$ cat src/rtl/usart_rx_fifo.sv
// Receive-side FWFT byte FIFO behind the USART receiver, with line
// (terminator) counting and a sticky overflow flag for dropped bytes.
module usart_rx_fifo #(
    parameter int         ADDR_BIT  = 4,
    parameter logic [7:0] TERM_CHAR = 8'h0A
) (
    input  logic                clk,
    input  logic                reset,
    input  logic [7:0]          rx_data,
    input  logic                rx_valid,
    output logic [7:0]          out_data,
    output logic                out_valid,
    input  logic                out_ready,
    output logic [ADDR_BIT:0]   count,
    output logic                full,
    output logic                empty,
    output logic [ADDR_BIT:0]   line_count,
    output logic                line_avail,
    output logic                overflow,
    input  logic                clear_ovf
);
    localparam int                DEPTH   = 2 ** ADDR_BIT;
    localparam logic [ADDR_BIT:0] DEPTH_C = {1'b1, {ADDR_BIT{1'b0}}};
    localparam logic [ADDR_BIT:0] CNT_ONE = {{ADDR_BIT{1'b0}}, 1'b1};
    localparam logic [ADDR_BIT-1:0] PTR_ONE = {{(ADDR_BIT-1){1'b0}}, 1'b1};

    logic [7:0]          mem_q [DEPTH];
    logic [ADDR_BIT-1:0] wr_ptr_q, wr_ptr_d;
    logic [ADDR_BIT-1:0] rd_ptr_q, rd_ptr_d;
    logic [ADDR_BIT:0]   count_q, count_d;
    logic [ADDR_BIT:0]   line_q, line_d;
    logic                ovf_q, ovf_d;

    logic push, pop, drop, push_term, pop_term;

    assign out_data   = mem_q[rd_ptr_q];
    assign out_valid  = (count_q != '0);
    assign count      = count_q;
    assign full       = (count_q == DEPTH_C);
    assign empty      = (count_q == '0);
    assign line_count = line_q;
    assign line_avail = (line_q != '0);
    assign overflow   = ovf_q;

    // When full, a byte only fits if the head leaves in the same cycle.
    assign pop       = out_valid & out_ready;
    assign push      = rx_valid & (~full | pop);
    assign drop      = rx_valid & full & ~pop;
    assign push_term = push & (rx_data == TERM_CHAR);
    assign pop_term  = pop & (out_data == TERM_CHAR);

    always_comb begin
        wr_ptr_d = wr_ptr_q;
        rd_ptr_d = rd_ptr_q;
        count_d  = count_q;
        line_d   = line_q;
        ovf_d    = ovf_q;

        if (push) wr_ptr_d = wr_ptr_q + PTR_ONE;
        if (pop)  rd_ptr_d = rd_ptr_q + PTR_ONE;

        case ({push, pop})
            2'b10:   count_d = count_q + CNT_ONE;
            2'b01:   count_d = count_q - CNT_ONE;
            default: count_d = count_q;
        endcase

        case ({push_term, pop_term})
            2'b10:   line_d = line_q + CNT_ONE;
            2'b01:   line_d = line_q - CNT_ONE;
            default: line_d = line_q;
        endcase

        // A drop in the same cycle as a clear leaves the flag set.
        if (drop)           ovf_d = 1'b1;
        else if (clear_ovf) ovf_d = 1'b0;
    end

    always_ff @(posedge clk) begin
        if (reset) begin
            wr_ptr_q <= '0;
            rd_ptr_q <= '0;
            count_q  <= '0;
            line_q   <= '0;
            ovf_q    <= 1'b0;
        end else begin
            wr_ptr_q <= wr_ptr_d;
            rd_ptr_q <= rd_ptr_d;
            count_q  <= count_d;
            line_q   <= line_d;
            ovf_q    <= ovf_d;
        end
    end

    always_ff @(posedge clk) begin
        if (push && !reset) mem_q[wr_ptr_q] <= rx_data;
    end
endmodule
$ cat config.mk
export PLATFORM = sky130hd
export DESIGN_NAME = usart_rx_fifo
export DESIGN_NICKNAME = d
export VERILOG_FILES = /design/src/rtl/usart_rx_fifo.sv
export SDC_FILE = /design/constraint.sdc
export NUM_CORES = 1
export LEC_CHECK = 0
export ABC_AREA = 1
export BUFFER_PORTS_ARGS = -buffer_cell sky130_fd_sc_hd__clkbuf_2
export CAP_MARGIN = 20
export CORE_ASPECT_RATIO = 0.8
export CORE_MARGIN = 3
export CORE_UTILIZATION = 65
export CTS_CLUSTER_DIAMETER = 60
export DETAILED_ROUTE_END_ITERATION = 6
export GPL_TIMING_DRIVEN = 0
export PLACE_DENSITY_LB_ADDON = 0.2
export SLEW_MARGIN = 20
export SYNTH_ARGS = -nofsm -noshare
export SYNTH_HDL_FRONTEND = slang
export SYNTH_SLANG_ARGS = --single-unit
$ cat constraint.sdc
create_clock -name clk -period 6.49 [get_ports clk]
set_clock_uncertainty 0.15 [all_clocks]
set_input_delay 0.649 -clock clk [delete_from_list [all_inputs] [get_ports clk]]
set_output_delay 0.649 -clock clk [all_outputs]
set_load 0.005 [all_outputs]
==> metrics.md <==
| Metric | Value |
|---|---|
| Status | `finished, violations left` |
| Failing checks | `design-rule violations` |
| Cell taking the most area after synthesis | `edfxtp_1` |
| First-pass DRT Iterations | `7` |
| Crit path time final | `3.85 ns` |
| Worst Hold Class | `primary input to flip-flop` |
| Nets | `720` |
| H-tree depth | `4` |
| Max cap viols | `0` |
| DR WL/cell | `19.4 um` |
| Starting DRC count in detailed routing | `634` |
| Leakage | `3.04 nW` |
| Die area | `0.0114 sq mm` |
| Clock sink count | `151` |
| Clk Latency, worst-skew pair | `0.42 ns` |
| PnR worst setup slack | `2.64 ns` |
| Yosys top cell area share | `0.582` |
| Global Route Usage Sum | `0.299` |
| Ant diodes | `0` |
| CP max FO | `10` |
| Crit path cell chain | `buf_2, clkbuf_1, nand3_1, nand3_1, nand2_1, nor2_1, nand3_1, nor2_1, ha_1, inv_1, fa_1, inv_1, nand3_1, nand2_1, o21ai_0, a21oi_1, o21ai_0, a21oi_1` |
| Core area | `0.00977 sq mm` |
| Max_slew headroom | `0.298` |
| Mapped Area | `0.00660 sq mm` |
| Yosys cell types | `28` |
| Worst EP arrival | `4.05 ns` |
| Crit-path slowest cell | `clkbuf_1` |
| CTS tree | `yes` |
| CP top delay family | `simple AND/OR/NAND/NOR gates` |
| Worst setup SP type | `flip-flop` |
| Synth Area per Inst | `10.3 sq um` |
| Drt via density | `5.78` |
| Commonest cells after routing, fill and taps aside | `143 x nand2_1, 128 x edfxtp_1, 80 x nand3_1` |
| Worst-path clk slew | `0.06 ns` |
| Die Y | `96.1 um` |
| Num CTS Buffers | `17` |
| TNS Setup | `0 ns` |
| Synthesis-stage register bit count | `151` |
| Syn_nets | `666` |
| Syn Inst Count | `639` |
| Gp weighted congestion | `1.04` |
| Vias in the first global route | `4728` |
| # DRC | `1` |
| CTS resizes | `0` |
| CP Data Required Time | `6.70 ns` |
| Worst vdd ir | `0.000194 V` |
| Share of cells above drive strength 1 | `0.132` |
| CP Capture Type | `flip-flop` |
| Hold Slack | `0.314 ns` |
| # setup viols final | `0` |
| Slew Limit Fails | `0` |
| Slew at the pin with the worst max-slew slack | `1.05 ns` |
| Pin count of the biggest net entering global routing | `18` |
| Leading cell type in the layout, fill and taps excluded | `nand2_1` |
| Post-CTS setup buffer count | `0` |
| Upper clock frequency limit | `260 MHz` |
| Area contributors post-synth | `edfxtp_1 58%, nand2_1 8.1%, dfxtp_1 7.0%` |
| Longest Clk Path Bufs | `2` |
| Worst slack, placed | `2.78 ns` |
| Fin cells | `842` |
| Seq/Total Area, Yosys | `0.652` |
| YS warnings | `0` |
| First-pass GRT wire length | `25100 um` |
| Synthesis-to-layout area growth | `13.4%` |
| Most used cell, CP | `nand3_1` |
| Antenna-violating nets left | `0` |
| CTS Root Cell | `clkbuf_16` |
| Placed Cells | `810` |
| Die Width | `119 um` |
| Max incr delay on CP | `0.53 ns` |
| Vias post-DR | `4865` |
| Total gr overflow | `0` |
| CP Buf/Inv Count | `4` |
| Final hold vios | `0` |
| I/O Buffers | `35` |
| Critical path class | `flip-flop to flip-flop` |
| Initial antenna violation count | `0` |
| Drt total wl | `16300 um` |
| RSZ-0062 raised after global routing | `no` |
| Num rows | `32` |
| Initial Util | `0.675` |
| Final worst path period share | `0.593` |
| Post-CTS Hold Buffers | `0` |
| # IOs | `36` |
| Pwr Density | `342 mW/mm^2` |
| Post-detail-place hpwl | `10800 um` |
-- report_power, final --
group | total, mW | internal [mW] | switching, mW
clock network | 0.908 | 0.525 | 0.384
logic | 0.549 | 0.179 | 0.370
registers | 1.10 | 1.08 | 0.0255
-- synth_stat cells --
library cell	n
edfxtp_1	128
nand4_1	1
nor4_1	1
nor3_1	2
clkbuf_1	4
xor2_1	3
inv_2	4
buf_6	6
o21ai_0	30
a21oi_1	17
or2_1	1
nand2_1	143
nor2_1	71
nor2_2	1
inv_1	70
nand3_1	80
buf_4	1
o21bai_1	1
fa_1	2
a211oi_1	2
xnor2_1	2
buf_2	13
o211ai_1	9
dfxtp_1	23
o21ai_1	7
ha_1	12
nand2_2	4
clkinv_1	1
-- path summary, 6_finish.rpt --
| path | start | end | slack, ns | cells past startpoint |
|---|---|---|---|---|
| setup / recovery | flip-flop | line_count[4] | 2.64 | 18 |
| hold / removal | reset | overflow | 0.31 | 2 |
| setup reg to reg | flip-flop | line_count[4] | 2.64 | 18 |
| hold reg to reg | overflow | overflow | 0.32 | 2 |
-- per-layer routing --
layer / GRT usage / wire [um]
met5: 0 / 0
met4: 0.129 / 384
met3: 0.0758 / 1630
met2: 0.491 / 7760
met1: 0.386 / 6540
-- through the flow --
step	power [mW]	area (sq um)	utilization
detailed placement	1.65	6940	0.711
finish	2.56	7480	0.766
global route	2.65	7480	0.766
CTS	2.54	7480	0.766
global placement	1.64	6940	0.711
floorplan	1.46	6600	-
-- kinds of logic (layout without fill, tap and decap cells) --
kind of cell	Yosys count	count (layout)	share of synthesized area
buffers and inverters	99	166	0.0662
adder cells (fa/ha/maj)	14	14	0.0288
AO/OA/AOI/OAI	66	66	0.0546
AND/OR/NAND/NOR	304	304	0.192
flip-flops	151	151	0.652
XOR/XNOR	5	5	0.00664
-- flip-flops by register name, indices dropped and copies added (netlist names), named ones only --
signal,flops
rd_ptr_q,4
wr_ptr_q,4
count,5
line_count,5
overflow,1
mem_q,128
-- final cells by class --
cell class / instances / area, sq um
clock inverters: 12 / 103
plain buffers: 24 / 155
inverters: 75 / 282
clock buffers: 20 / 437
repair buffers: 35 / 175
multi-input cells: 389 / 1860
flip-flops and latches: 151 / 4300
well taps: 136 / 170
fillers: 697 / 2290
Note: power is estimated with default switching activity, not from simulation.
